<file path="src/rtl/regfile_pkg.sv">
// Shared constants, state encoding and helpers for the register-file write arbiter.
package regfile_pkg;

  localparam int unsigned DATA_W   = 16;
  localparam int unsigned ADDR_W   = 2;
  localparam int unsigned NUM_REGS = 4;
  localparam int unsigned CNT_W    = 16;
  localparam int unsigned BURST_W  = 4;

  typedef enum logic {
    IDLE   = 1'b0,
    LOCKED = 1'b1
  } arb_state_e;

  // Index following i in a ring of n entries.
  function automatic int unsigned wrap_inc(input int unsigned i, input int unsigned n);
    return (i + 32'd1 >= n) ? 32'd0 : i + 32'd1;
  endfunction

endpackage

</file>
<file path="src/rtl/regfile_write_arbiter_if.sv">
// Requester-side handshake plus register-file write port of the arbiter.
interface regfile_write_arbiter_if #(
  parameter int unsigned NUM_REQ = 2,
  parameter int unsigned DATA_W  = 16,
  parameter int unsigned ADDR_W  = 2
);
  logic                      Stall;
  logic [NUM_REQ-1:0]        ReqValid;
  logic [NUM_REQ-1:0]        ReqLock;
  logic [NUM_REQ*ADDR_W-1:0] ReqAddr;
  logic [NUM_REQ*DATA_W-1:0] ReqData;
  logic [NUM_REQ-1:0]        ReqReady;
  logic                      RegWrite;
  logic [ADDR_W-1:0]         RD;
  logic [DATA_W-1:0]         WriteData;
  logic [1:0]                Owner;

  modport master (
    output Stall, ReqValid, ReqLock, ReqAddr, ReqData,
    input  ReqReady, RegWrite, RD, WriteData, Owner
  );

  modport slave (
    input  Stall, ReqValid, ReqLock, ReqAddr, ReqData,
    output ReqReady, RegWrite, RD, WriteData, Owner
  );
endinterface

</file>
<file path="src/rtl/regfile_write_arbiter_picker.sv">
// Round-robin picker: first valid requester at or after ptr, wrapping to 0.
module rr_priority_picker #(
  parameter int unsigned NUM_REQ = 2
) (
  input  logic [NUM_REQ-1:0]         valid,
  input  logic [$clog2(NUM_REQ)-1:0] ptr,
  output logic [NUM_REQ-1:0]         grant_c,
  output logic [$clog2(NUM_REQ)-1:0] idx_c
);
  localparam int unsigned IDX_W = $clog2(NUM_REQ);

  logic        found;
  int unsigned j;

  always_comb begin
    grant_c = '0;
    idx_c   = '0;
    found   = 1'b0;
    j       = 32'd0;
    for (int unsigned k = 0; k < NUM_REQ; k++) begin
      j = 32'(ptr) + k;
      if (j >= NUM_REQ) j = j - NUM_REQ;
      if (!found && valid[IDX_W'(j)]) begin
        found                = 1'b1;
        grant_c[IDX_W'(j)]   = 1'b1;
        idx_c                = IDX_W'(j);
      end
    end
  end
endmodule

</file>
<file path="src/rtl/regfile_write_arbiter.sv">
// Round-robin write-port arbiter with locked bursts and a registered register-file write stage.
// Optional per-requester grant counters on output GrantCount when RFA_STATS_EN is defined.
module regfile_write_arbiter #(
  parameter int unsigned NUM_REQ   = 2,
  parameter int unsigned DATA_W    = regfile_pkg::DATA_W,
  parameter int unsigned ADDR_W    = regfile_pkg::ADDR_W,
  parameter int unsigned MAX_BURST = 4
) (
  input  logic                   Clock,
  input  logic                   Reset_n,
  regfile_write_arbiter_if.slave bus
`ifdef RFA_STATS_EN
  , output logic [NUM_REQ*regfile_pkg::CNT_W-1:0] GrantCount
`endif
);
  import regfile_pkg::*;

  localparam int unsigned IDX_W = $clog2(NUM_REQ);

  arb_state_e         state_q, state_d;
  logic [IDX_W-1:0]   ptr_q, ptr_d;
  logic [IDX_W-1:0]   owner_q, owner_d;
  logic [BURST_W-1:0] burst_q, burst_d;
  logic               regwrite_q, regwrite_d;
  logic [ADDR_W-1:0]  rd_q, rd_d;
  logic [DATA_W-1:0]  wdata_q, wdata_d;

  logic [NUM_REQ-1:0] pick_grant_c;
  logic [IDX_W-1:0]   pick_idx_c;
  logic [NUM_REQ-1:0] ready_c;
  logic [IDX_W-1:0]   gnt_idx_c;
  logic               xfer_c;

  logic [NUM_REQ-1:0][ADDR_W-1:0] req_addr;
  logic [NUM_REQ-1:0][DATA_W-1:0] req_data;

  assign req_addr = bus.ReqAddr;
  assign req_data = bus.ReqData;

  rr_priority_picker #(.NUM_REQ(NUM_REQ)) u_picker (
    .valid   (bus.ReqValid),
    .ptr     (ptr_q),
    .grant_c (pick_grant_c),
    .idx_c   (pick_idx_c)
  );

  // State register together with the arbitration bookkeeping and output stage.
  always_ff @(posedge Clock or negedge Reset_n) begin
    if (!Reset_n) begin
      state_q    <= IDLE;
      ptr_q      <= '0;
      owner_q    <= '0;
      burst_q    <= '0;
      regwrite_q <= 1'b0;
      rd_q       <= '0;
      wdata_q    <= '0;
    end else begin
      state_q    <= state_d;
      ptr_q      <= ptr_d;
      owner_q    <= owner_d;
      burst_q    <= burst_d;
      regwrite_q <= regwrite_d;
      rd_q       <= rd_d;
      wdata_q    <= wdata_d;
    end
  end

  // Grant generation; ready is only ever raised towards a valid requester.
  always_comb begin
    ready_c   = '0;
    gnt_idx_c = pick_idx_c;
    if (Reset_n && !bus.Stall) begin
      unique case (state_q)
        IDLE:   ready_c = pick_grant_c;
        LOCKED: begin
          gnt_idx_c = owner_q;
          if (bus.ReqValid[owner_q]) ready_c[owner_q] = 1'b1;
        end
        default: ready_c = '0;
      endcase
    end
  end

  assign xfer_c = |ready_c;

  always_comb begin
    state_d    = state_q;
    ptr_d      = ptr_q;
    owner_d    = owner_q;
    burst_d    = burst_q;
    regwrite_d = xfer_c;
    rd_d       = rd_q;
    wdata_d    = wdata_q;
    if (xfer_c) begin
      owner_d = gnt_idx_c;
      rd_d    = req_addr[gnt_idx_c];
      wdata_d = req_data[gnt_idx_c];
    end
    if (!bus.Stall) begin
      unique case (state_q)
        IDLE: begin
          if (xfer_c) begin
            if (bus.ReqLock[gnt_idx_c] && (MAX_BURST > 32'd1)) begin
              state_d = LOCKED;
              burst_d = BURST_W'(1);
            end else begin
              ptr_d = IDX_W'(wrap_inc(32'(gnt_idx_c), NUM_REQ));
            end
          end
        end
        LOCKED: begin
          // Owner dropping valid releases the lock without a grant this cycle.
          if (xfer_c) begin
            burst_d = burst_q + BURST_W'(1);
            if (!bus.ReqLock[owner_q] || (32'(burst_q) + 32'd1 >= MAX_BURST)) begin
              state_d = IDLE;
              ptr_d   = IDX_W'(wrap_inc(32'(owner_q), NUM_REQ));
            end
          end else begin
            state_d = IDLE;
            ptr_d   = IDX_W'(wrap_inc(32'(owner_q), NUM_REQ));
          end
        end
        default: state_d = IDLE;
      endcase
    end
  end

  assign bus.ReqReady  = ready_c;
  assign bus.RegWrite  = regwrite_q;
  assign bus.RD        = rd_q;
  assign bus.WriteData = wdata_q;
  assign bus.Owner     = 2'(owner_q);

`ifdef RFA_STATS_EN
  // Saturating accepted-beat counters, one per requester.
  for (genvar g = 0; g < NUM_REQ; g++) begin : g_stat
    logic [CNT_W-1:0] cnt_q, cnt_d;

    always_comb begin
      cnt_d = cnt_q;
      if (ready_c[g] && (cnt_q != '1)) cnt_d = cnt_q + CNT_W'(1);
    end

    always_ff @(posedge Clock or negedge Reset_n) begin
      if (!Reset_n) cnt_q <= '0;
      else          cnt_q <= cnt_d;
    end

    assign GrantCount[g*CNT_W +: CNT_W] = cnt_q;
  end
`endif

endmodule
</file>
<file path="src/flat_wrapper.sv">
// flat-port wrapper written by rule: the top's interface ports become plain ports
module regfile_write_arbiter_flat import regfile_pkg::*;
#(
  parameter int unsigned NUM_REQ   = 2,
  parameter int unsigned DATA_W    = regfile_pkg::DATA_W,
  parameter int unsigned ADDR_W    = regfile_pkg::ADDR_W,
  parameter int unsigned MAX_BURST = 4
)
  (Clock, Reset_n, bus_Stall, bus_ReqValid, bus_ReqLock, bus_ReqAddr, bus_ReqData, bus_ReqReady, bus_RegWrite, bus_RD, bus_WriteData, bus_Owner);
  regfile_write_arbiter_if #(.NUM_REQ(NUM_REQ), .DATA_W(DATA_W), .ADDR_W(ADDR_W)) bus_i ();
  input  logic Clock;
  input  logic Reset_n;
  input wire logic [$bits(bus_i.Stall)-1:0] bus_Stall;
  input wire logic [$bits(bus_i.ReqValid)-1:0] bus_ReqValid;
  input wire logic [$bits(bus_i.ReqLock)-1:0] bus_ReqLock;
  input wire logic [$bits(bus_i.ReqAddr)-1:0] bus_ReqAddr;
  input wire logic [$bits(bus_i.ReqData)-1:0] bus_ReqData;
  output wire logic [$bits(bus_i.ReqReady)-1:0] bus_ReqReady;
  output wire logic [$bits(bus_i.RegWrite)-1:0] bus_RegWrite;
  output wire logic [$bits(bus_i.RD)-1:0] bus_RD;
  output wire logic [$bits(bus_i.WriteData)-1:0] bus_WriteData;
  output wire logic [$bits(bus_i.Owner)-1:0] bus_Owner;
  assign bus_i.Stall = bus_Stall;
  assign bus_i.ReqValid = bus_ReqValid;
  assign bus_i.ReqLock = bus_ReqLock;
  assign bus_i.ReqAddr = bus_ReqAddr;
  assign bus_i.ReqData = bus_ReqData;
  assign bus_ReqReady = bus_i.ReqReady;
  assign bus_RegWrite = bus_i.RegWrite;
  assign bus_RD = bus_i.RD;
  assign bus_WriteData = bus_i.WriteData;
  assign bus_Owner = bus_i.Owner;
  regfile_write_arbiter #(.NUM_REQ(NUM_REQ), .DATA_W(DATA_W), .ADDR_W(ADDR_W), .MAX_BURST(MAX_BURST)) u_core (.Clock(Clock), .Reset_n(Reset_n), .bus(bus_i));
endmodule
</file>
<file path="config.mk">
export PLATFORM = sky130hd
export DESIGN_NAME = regfile_write_arbiter_flat
export DESIGN_NICKNAME = d
export VERILOG_FILES = /design/src/rtl/regfile_pkg.sv /design/src/rtl/regfile_write_arbiter_if.sv /design/src/rtl/regfile_write_arbiter_picker.sv /design/src/rtl/regfile_write_arbiter.sv /design/src/flat_wrapper.sv
export SDC_FILE = /design/constraint.sdc
export NUM_CORES = 1
export LEC_CHECK = 0
export CAP_MARGIN = 10
export CORE_MARGIN = 4
export CORE_UTILIZATION = 35
export CTS_CLUSTER_DIAMETER = 30
export DETAILED_ROUTE_END_ITERATION = 7
export DONT_BUFFER_PORTS = 1
export PLACE_DENSITY = 0.57
export SYNTH_ARGS = -nofsm -noshare
export SYNTH_HDL_FRONTEND = slang
export SYNTH_SLANG_ARGS = --single-unit
export TNS_END_PERCENT = 5
</file>
<file path="constraint.sdc">
create_clock -name Clock -period 4.8 [get_ports Clock]
set_clock_uncertainty 0.2 [all_clocks]
set_input_delay 0.72 -clock Clock [delete_from_list [all_inputs] [get_ports Clock]]
set_output_delay 0.72 -clock Clock [all_outputs]
set_load 0.01 [all_outputs]
</file>
Word-level counts from Yosys, hierarchy flattened:

Cells that the tools add are included.

* register bits: 26
* bits of input ports: 43
* output and inout bits: 23
* word-level logic and storage cells: 94

* add/sub/neg operators: 7
* $lt $le $gt $ge: 12
* equal/unequal tests: 5
* muxes and demuxes: 48
* bitwise gates (word level): 3
* reductions and logical operators: 12

Operators by type and width (count)
* $ge 32x3->1 const B: 1
* $mux 16: 2
* $mux 1: 30
* $mux 2: 6
* $mux 4: 3
* $lt 1x2->1 const B: 4
* $pmux 4 s2: 1
* $reduce_and 4->1: 2
* $add 1x1->2 const B: 3
* $ge 2x2->1 const B: 3
* $add 4x1->5 const B: 1
* $logic_and 1x1->1: 5
* $add 4x1->4 const B: 1
* $ne 2x1->1 const B: 2
* $ne 2x2->1 const B: 2
* $pmux 1 s2: 2
* $pmux 2 s2: 1
* $demux 1 s1: 3
* $ge 1x1->1 const B: 3
* $logic_not 1->1: 3
* $ne 3x3->1 const B: 1
* $ge 1x2->1 const B: 1
* $not 1->1: 2
* $or 2x2->2: 1
* 3 further kinds: 4

Logic depth before layout (Yosys ltp):

Gate-level depths: netlist of run 1.

* depth in word-level cells: 16
* depth in mapped cells: 7

By module:

From an unflattened synthesis of run 1, not the netlist that was laid out.

* cell total of the unflattened synthesis: 140
* area, all modules: 1493.9 sq um

Modules (own cells, without submodules)
* regfile_write_arbiter: times used 1, cells an instance 136, area each 1463.9 sq um, sequential area each 650.6 sq um
* rr_priority_picker: times used 1, cells an instance 4, area each 30.0 sq um, sequential area each 0.0 sq um

Worst setup path before layout of run 1:

No wires, ideal clock.

* path kind: input -> register
* start: in Reset_n
* end: reg u_core.wdata_q[0], in the netlist u_core.bus.WriteData[0]
* setup time: 0.132 ns
* arrival time: 1.741 ns
* data required time: 4.468 ns
* slack: 2.727 ns
* cell stages on the path: 7
* buffers on the path: 2
* cells stage by stage: nor2b_4 > nand2_2 > mux2_4 > buf_6 > buf_8 > mux2i_1 > o21ai_1

* word-level cells in the longest chain between the ends: 4

Ends and longest elaborated chain
* start, declared: RTL line flat_wrapper.sv:12 `input logic Reset_n;`
* $logic_and 1x1->1 (*): RTL line regfile_write_arbiter.sv:72 `if (Reset_n && !bus.Stall) begin`
* $mux 1: RTL line regfile_write_arbiter.sv:72
* $mux 16 (implied by the code) (2 in a row): RTL line regfile_write_arbiter.sv:97 `wdata_d = req_data[gnt_idx_c];`
* end signal, assigned: RTL line regfile_write_arbiter.sv:64 `wdata_q <= wdata_d;`
* end, declared: RTL line regfile_write_arbiter.sv:26 `logic [DATA_W-1:0] wdata_q, wdata_d;`

Every way passes the cells marked *; elsewhere a longest branch is shown, timed or not. The select of a mux whose other input is x is not followed.
A chain may end at the register's enable or synchronous reset.

Final worst setup path of run 1:

* start: reg u_core.state_q
* end: reg u_core.ptr_q

RTL lines
* start, declared: RTL line regfile_write_arbiter.sv:20 `arb_state_e state_q, state_d;`
* start signal, assigned: RTL line regfile_write_arbiter.sv:58 `state_q <= state_d;`
* $not 1->1: RTL line regfile_write_arbiter.sv:73 `unique case (state_q)`
* $pmux 2 s2 (*): RTL line regfile_write_arbiter.sv:73
* $mux 2 (*): RTL line regfile_write_arbiter.sv:72
* $reduce_or 2->1 (*): RTL line regfile_write_arbiter.sv:84 `assign xfer_c = |ready_c;`
* named net u_core.regwrite_d: RTL line regfile_write_arbiter.sv:24 `logic regwrite_q, regwrite_d;`
* $ne 3x3->1 (no line) (tied with other cells)
* $reduce_and 4->1 (no line) or $pmux 1 s2 (tied branches)
* end signal, assigned: RTL line regfile_write_arbiter.sv:59 `ptr_q <= ptr_d;`
* end, declared: RTL line regfile_write_arbiter.sv:21 `logic [IDX_W-1:0] ptr_q, ptr_d;`

The timed path passes the listed nets; every way through them passes the cells marked *. The select of a mux whose other input is x is not followed.

==> results of run 1 <==
synth_stat cells:
cell / number / share of area
sky130_fd_sc_hd__nor4_1: 2 / 0.0091
sky130_fd_sc_hd__nor2_1: 1 / 0.0027
sky130_fd_sc_hd__nand2_2: 1 / 0.0045
sky130_fd_sc_hd__a31oi_1: 1 / 0.0045
sky130_fd_sc_hd__a21oi_1: 2 / 0.0072
sky130_fd_sc_hd__or2_0: 1 / 0.0045
sky130_fd_sc_hd__nor2b_4: 1 / 0.010
sky130_fd_sc_hd__conb_1: 1 / 0.0027
sky130_fd_sc_hd__o211a_1: 1 / 0.0072
sky130_fd_sc_hd__nand2_1: 24 / 0.065
sky130_fd_sc_hd__buf_8: 1 / 0.011
sky130_fd_sc_hd__o221ai_2: 1 / 0.011
sky130_fd_sc_hd__buf_2: 1 / 0.0036
sky130_fd_sc_hd__buf_4: 3 / 0.016
sky130_fd_sc_hd__a22o_1: 1 / 0.0063
sky130_fd_sc_hd__ha_1: 2 / 0.018
sky130_fd_sc_hd__nand2b_1: 4 / 0.018
sky130_fd_sc_hd__dfrtp_1: 26 / 0.47
sky130_fd_sc_hd__and3_1: 1 / 0.0045
sky130_fd_sc_hd__clkbuf_1: 3 / 0.0082
sky130_fd_sc_hd__a41oi_1: 1 / 0.0063
sky130_fd_sc_hd__buf_6: 1 / 0.0082
sky130_fd_sc_hd__a21boi_1: 1 / 0.0054
sky130_fd_sc_hd__nand3_1: 3 / 0.011
sky130_fd_sc_hd__mux2i_1: 19 / 0.14
sky130_fd_sc_hd__inv_2: 2 / 0.0054
sky130_fd_sc_hd__o2111a_1: 1 / 0.0082
sky130_fd_sc_hd__inv_1: 1 / 0.0027
sky130_fd_sc_hd__a211oi_1: 3 / 0.016
sky130_fd_sc_hd__o21ai_1: 23 / 0.083
sky130_fd_sc_hd__a211o_1: 2 / 0.013
sky130_fd_sc_hd__a31o_1: 1 / 0.0063
sky130_fd_sc_hd__mux2_4: 1 / 0.011
cell type report:
class                   instances  share of cell area
flip-flops and latches         26              0.4399
inverters                       3            0.007614
clock inverters                 1             0.02030
repair buffers                  1             0.01354
multi-input cells              99              0.4501
well taps                      48             0.04061
clock buffers                   3             0.02792
layout by cell type (no fill, tap or decap), types with 2 or more instances in the layout:
| cell | instances |
|---|---|
| sky130_fd_sc_hd__a211o_1 | 2 |
| sky130_fd_sc_hd__a211oi_1 | 3 |
| sky130_fd_sc_hd__a21oi_1 | 2 |
| sky130_fd_sc_hd__clkbuf_8 | 3 |
| sky130_fd_sc_hd__dfrtp_1 | 26 |
| sky130_fd_sc_hd__ha_1 | 2 |
| sky130_fd_sc_hd__inv_2 | 2 |
| sky130_fd_sc_hd__mux2i_1 | 19 |
| sky130_fd_sc_hd__nand2_1 | 24 |
| sky130_fd_sc_hd__nand2b_1 | 4 |
| sky130_fd_sc_hd__nand3_1 | 3 |
| sky130_fd_sc_hd__nor4_1 | 2 |
| sky130_fd_sc_hd__o21ai_1 | 23 |
stage by stage:
step	total power [mW]	hold slack, ns	cell area (um^2)	instances	worst slack, ns
6_report	0.6950	0.06410	1479	181	2.217
5_1_grt	0.7472	0.05538	1479	181	1.929
4_1_cts	0.7097	0.05667	1479	181	2.199
3_5_place_dp	0.5219	0.2252	1388	176	2.101
3_3_place_gp	0.5107	0.2253	1388	176	2.189
2_1_floorplan	0.4922	0.2244	1381	137	2.727
worst max-delay path: stages (launching register included):
cell,delay [ns]
sky130_fd_sc_hd__dfrtp_1,0.58
sky130_fd_sc_hd__nand2_1,0.20
sky130_fd_sc_hd__o221ai_4,0.81
sky130_fd_sc_hd__inv_2,0.16
sky130_fd_sc_hd__a211o_1,0.30
sky130_fd_sc_hd__a211oi_1,0.23
what timing repair did:
action / in CTS / in global routing
hold buffers: 1 / 0
hold endpoints to repair: 26 / 0
resized for setup: 0 / 0
registers in the layout, indices dropped and copies added, names as in the netlist:
signal                cells
u_core.bus.RegWrite       1
u_core.burst_q            4
u_core.ptr_q              1
u_core.bus.RD             2
u_core.bus.WriteData     16
u_core.owner_q            1
u_core.state_q            1
cells by family after synthesis:
kind of cell,after synthesis
compound gates,38
simple gates,38
flops,26
mux,20
buf+inv,12
fa+ha+maj,2
other cells,1
path summary, 6_finish.rpt:
kind | startpoint | end | cells past startpoint | slack (ns)
max in group asynchronous | Reset_n | u_core.ptr_q | 1 | 4.19
max reg2reg | u_core.state_q | u_core.ptr_q | 5 | 2.22
min | Reset_n | u_core.bus.WriteData[4] | 1 | 0.06
min in group Clock | u_core.bus.WriteData[5] | u_core.bus.WriteData[5] | 2 | 0.36
min reg2reg | u_core.bus.WriteData[5] | u_core.bus.WriteData[5] | 2 | 0.36
max | u_core.state_q | u_core.ptr_q | 5 | 2.22
power by group:
| group | total (mW) | internal [mW] | switching [mW] |
|---|---|---|---|
| combinational | 0.162 | 0.0756 | 0.0869 |
| sequential | 0.356 | 0.278 | 0.0771 |
| clock | 0.177 | 0.111 | 0.0656 |
layer usage:
layer	up-vias	share of wire
met2	44	0.49
met1	444	0.40
met5	-	0
met4	0	0
met3	0	0.11
li1	474	-
==> reports/summary.md, run 1 <==
After clock tree synthesis, the clock-pin slew on the worst setup and hold paths is 0.09 ns. The worst path needs 2.583 ns of the cycle, external delays included. The mean instance size in the synthesized netlist is 10.08 um^2, and the maximum level of the CTS H-tree is 1. Timing would allow up to 387.2 MHz.

The final weighted congestion in routability-driven placement was 0.8431. For the number of buffers on the longest clock path, the log shows 2. The number of synthesis warnings was 0; the insertion delay to the later sink of the worst-skew pair was 0.26 ns.

The gate count of the mapped netlist was 137; the area fraction in and, or, nand and nor cells after synthesis was 0.1295. The number of clock buffers added by TritonCTS is 3. The class of the most critical hold timing path is primary input to asynchronous set/reset pin. The combinational family with the most area after synthesis was compound AO/OA/AOI/OAI gates. The tools report the type of destination of the critical path as a register.

The tools report the met1 layer usage reported by global route as 0.1312. The vias after detailed routing came out at 962. The logs give 0 for the final count of pins violating max slew and 0 for the post-CTS setup buffer count. The core occupancy in the finished layout is 0.3951, and the share of the clock period used by the worst path is 0.5380.

The count of endpoints failing hold in the final timing report came out at 0. The number of nets in the synthesized netlist is 182. Max-cap violations in this run came to 0.

Total wire length after detailed routing: 2829 um. In this run the clock root is driven by a sky130_fd_sc_hd__clkbuf_8. The count of distinct cell types in the synthesized netlist came out at 33. The tools report the I/O pin count as 66. The floorplan step set the die height to 70.82 um.

The floorplan step set the die width to 70.82 um. Number of port buffers: 0. Before antenna repair, the detailed router went through 5 iterations. The first global-routing pass estimated 4664 um of wire.

The residual antenna-violating net count after detailed routing was 0. Setup violations remaining at the end of the flow were counted as 0. Global routing finished with a remaining overflow of 0.

Setup repair after global routing left no endpoint under its margin. The kind of critical path is register to register. In this run the most used layer during global routing was met2. The logs give 0.1391 mV for the maximum ir drop on the vdd rail and 1024 for the number of global-route vias before repair.

The compound-cell area share of the yosys netlist was 0.1748; the ratio of cells with drive above 1 in the final layout was 0.08271. At the worst endpoint, the arrival time is 2.55 ns. The global routing met2 resource utilization is 0.1936.

The area growth from synthesis to layout is 7.065%. Maximum number of pins on one net before global-route repair: 43. Summing all flip-flop and latch instances after layout gives 650.6 um^2. The worst slew margin relative to its limit was 0.3276; the number of remaining DRC errors was 0.

After filler insertion, the fill cell instance count of the layout stands at 378. The XOR/XNOR share of the synthesized area is 0. Summed over all failing endpoints, the final setup total negative slack is 0 ns.

Data on the critical path is required at its endpoint by 4.77 ns. Dividing the detail-routed wire length by the instance count gives 15.63 um. Measured slew at the worst slew-check pin: 1.009 ns. The tools report the overall die area as 0.005015 mm^2. Summing all multi-input logic gate instances after layout gives 665.6 um^2.

The run gives 0 as the number of antenna cells inserted. The total area inside the core boundary comes to 0.003744 mm^2. The fraction of synthesized area in multiplexers was 0.1486; the area share of fa/ha/maj cells after synthesis was 0.01812.

First-iteration detailed-routing DRC count: 18. TritonCTS built the clock tree. The HPWL after detailed placement is 2141 um. The power density over the cells is 470.0 mW/mm^2, and the met3 track utilization from global routing is 0.04545. The area of the mapped netlist was 0.001381 mm^2. The run gives 0.6998 nW as the leakage power. The average via count per standard cell was 5.315. STA classifies the critical path startpoint as a register. The number of antenna violations at the first check in global routing is 0, and the number of nets in the finished design is 179. In this run the core area contains 22 standard-cell rows.

The logs give 0.3690 for the effective utilization at floorplan and 26 for the clock sink total. Number of synthesized register bits: 26. The run finished with clean final reports.

The total track usage is 0.1124, and the sequential cell area fraction in the yosys report is 0.4710. Of all nets on the critical path, the largest fanout is 42.
No activity file was read; power rests on OpenSTA's default activity.
==> run 2: changes to the inputs <==
==> constraint.sdc (replaced) <==
create_clock -name Clock -period 2.5 [get_ports Clock]
set_clock_uncertainty 0.2 [all_clocks]
set_input_delay 0.375 -clock Clock [delete_from_list [all_inputs] [get_ports Clock]]
set_output_delay 0.375 -clock Clock [all_outputs]
set_load 0.01 [all_outputs]
==> run 2 against run 1 <==
  * Via count fell by 1.5%
  * Wire length rose by 1.2%
  * Clock power rose by 51%
  * Register-to-register slack got worse by 1.8 ns
==> reports/summary.md, run 2 (synthesis gave the netlist of run 1 again) <==
The run finished with clean final reports. The post-detailed-route wirelength per cell was 15.65 um (+0.13%); the post-route minimum period was 2.114 ns (-0.4684 ns). The number of antenna violations at the first check in global routing was 0 (unchanged); the HPWL reported at the end of detailed placement was 2195 um (+2.6%). The clock sink total is 26 (unchanged), and the required time of the worst setup path is 2.48 ns (-2.29 ns). The maximum number of pins on one net before global-route repair was 29 (-33%).

The signal on the critical path passes through nand2_1 > o221ai_4 > inv_2 > a211o_1 > a211oi_1. The logs give 0 (unchanged) for the final setup violation count and 380 (+0.53%) for the total of fill cells in the finished design. The maximum level of the CTS H-tree was 1 (unchanged); the instance count after placement with tap cells included was 177 (+0.57%). The logs give 0.26 ns (about the same) for the insertion delay to the later sink of the worst-skew pair and 473.0 MHz (+22%) for the upper clock frequency limit. The run gives 0.001395 mm^2 (+0.54%) as the standard cell area after detailed placement. The height of the die came out at 70.82 um (unchanged). For this design, the slowest cell found on the critical path is sky130_fd_sc_hd__dfrtp_1. The class of the most critical hold timing path is primary input to register.

The run gives 0 (unchanged) as the final count of pins violating max slew. The peak per-stage delay on the critical path is 0.59 ns (-0.22 ns). The tools report the number of detailed-route iterations in the first pass as 5 (unchanged). Leaving out fill and tap cells, the most frequent cell in the layout is sky130_fd_sc_hd__dfrtp_1. The share of the clock period used by the worst path was 0.8456 (+0.3076); the effective utilization at floorplan was 0.3690 (unchanged). The tools report the sum of negative setup slack as 0 ns (unchanged). The number of buffers added by the clock tree synthesis step was 3 (unchanged). The run gives 0 (unchanged) as the max-cap violation count. The root buffer cell chosen for the clock tree is sky130_fd_sc_hd__clkbuf_8. The number of nets in the finished design was 181 (+1.1%). The number of antenna cells inserted was 0 (unchanged); the ratio of cells with drive above 1 in the final layout was 0.08889 (+0.006182). The placeable core region is 0.003744 mm^2 (unchanged), and the post-CTS clock slew at the launch and capture registers of the worst setup and hold paths is 0.09 ns (about the same).

The first-iteration detailed-routing DRC count was 50 (+32). The power density over the cells works out to 849.4 mW/mm^2 (+81%). The x dimension of the die was 70.82 um (unchanged). The worst setup path is of the register to register kind. The run gives 0.1120 (-0.0003951) as the total track usage. The post-CTS setup buffer count was 0 (unchanged). The count of buffering cells on the critical path with inverters included was 1 (unchanged).

TritonCTS built the clock tree. The top fanout value on the critical path was 15 (-64%). The run gives 66 (unchanged) as the I/O pin count. The worst setup path is captured at a register. The count of endpoints failing hold in the final timing report came out at 0 (unchanged).

The run gives 22 (unchanged) as the number of placement rows. The tools report the final weighted congestion in routability-driven placement as 0.8455 (+0.28%). Setup repair after global routing left no endpoint under its margin. The logs give 183 (+1.1%) for the final instance count without filler cells and 935 (-8.7%) for the number of global-route vias before repair.

Arrival time at the worst endpoint: 2.09 ns (-0.46 ns). Residual antenna-violating net count after detailed routing: 0 (unchanged). Nature of the critical path startpoint: a register.

The remaining global-route overflow is 0 (unchanged), and the number of buffers on the longest clock path is 2 (unchanged). The area growth from synthesis to layout was 7.156% (about the same); the finished layout cell area was 0.001480 mm^2 (about the same). The logs give 0.3205 mV (+130%) for the maximum ir drop on the vdd rail and 0.005015 mm^2 (unchanged) for the overall die area. The wire length of the first global-routing pass is 4560 um (-2.2%), and the number of remaining DRC errors is 0 (unchanged).

The total wire length after detailed routing is 2864 um (+1.2%), and the flip-flop count of the largest register after layout is 16 (unchanged). The quantity of hold-fixing buffers added after cts was 2 (+1); the vias after detailed routing was 948 (-1.5%). The leakage power is 0.7014 nW (+0.23%), and the number of resized instances in the post-cts repair step is 0 (unchanged).

The library cells used most frequently in the layout, excluding fill and tap cells, are 26 x sky130_fd_sc_hd__dfrtp_1, 24 x sky130_fd_sc_hd__nand2_1, 23 x sky130_fd_sc_hd__o21ai_1. Grouping stages by cell kind, the critical path spends the most delay in compound AO/OA/AOI/OAI gates. The average via count per standard cell works out to 5.180 (-2.5%). The number of port buffers was 0 (unchanged).
## run 2: cell types whose count changed in the layout (fill, tap and decap cells not counted)
cell | before | now
sky130_fd_sc_hd__buf_4 | 0 | 1
sky130_fd_sc_hd__bufinv_16 | 1 | 0
sky130_fd_sc_hd__clkbuf_8 | 3 | 4
sky130_fd_sc_hd__dlygate4sd3_1 | 0 | 1
## run 2: worst register-to-register path, cell delays in order, from the launching register on
cell	delay (ns)
sky130_fd_sc_hd__dfrtp_1	0.59
sky130_fd_sc_hd__nand2_1	0.21
sky130_fd_sc_hd__o221ai_4	0.43
sky130_fd_sc_hd__inv_2	0.13
sky130_fd_sc_hd__a211o_1	0.28
sky130_fd_sc_hd__a211oi_1	0.19
## run 2: worst paths after layout
| check | from | endpoint | slack [ns] | depth (start not counted) |
|---|---|---|---|---|
| setup / recovery | u_core.state_q | u_core.ptr_q | 0.39 | 5 |
| hold / removal | bus_ReqValid[0] | u_core.owner_q | 0.02 | 1 |
| setup reg to reg | u_core.state_q | u_core.ptr_q | 0.39 | 5 |
| hold reg to reg | u_core.burst_q[3] | u_core.burst_q[3] | 0.35 | 1 |
| max in group asynchronous | Reset_n | u_core.bus.WriteData[5] | 1.61 | 2 |
| min in group asynchronous | Reset_n | u_core.bus.WriteData[0] | 0.33 | 2 |
## run 2: metrics by stage
step / setup WS [ns] / util / power (mW) / hold WS, ns
floorplan: 0.7567 / - / 0.9450 / -0.1206
global placement: 0.4835 / 0.3727 / 0.9868 / -0.1198
global route: 0.1864 / 0.3954 / 1.355 / 0.01455
finish: 0.3859 / 0.3954 / 1.257 / 0.01745
detailed placement: 0.3852 / 0.3727 / 0.9953 / -0.1198
CTS: 0.3550 / 0.3954 / 1.284 / 0.009877
## run 2: power breakdown
part	leakage [nW]	internal, mW	switching [mW]
logic	0.350	0.147	0.162
clock network	0.0288	0.140	0.126
registers	0.323	0.534	0.147
## run 2: final cells by class
cell class / count / area, um^2 / area share
clock buffer: 4 / 55.05 / 0.03719
inverter: 3 / 11.26 / 0.007608
multi-input combinational: 99 / 665.6 / 0.4497
sequential: 26 / 650.6 / 0.4396
tap: 48 / 60.06 / 0.04057
timing repair buffer: 3 / 37.54 / 0.02536
## run 2: routing by layer
metal / GRT usage / routed length, um / vias up
met2: 0.1895 / 1363 / 45
met4: 0.02505 / 0 / 0
met1: 0.1388 / 1183 / 423
met5: 0 / 0 / -
li1: - / - / 480
met3: 0.03693 / 317 / 0
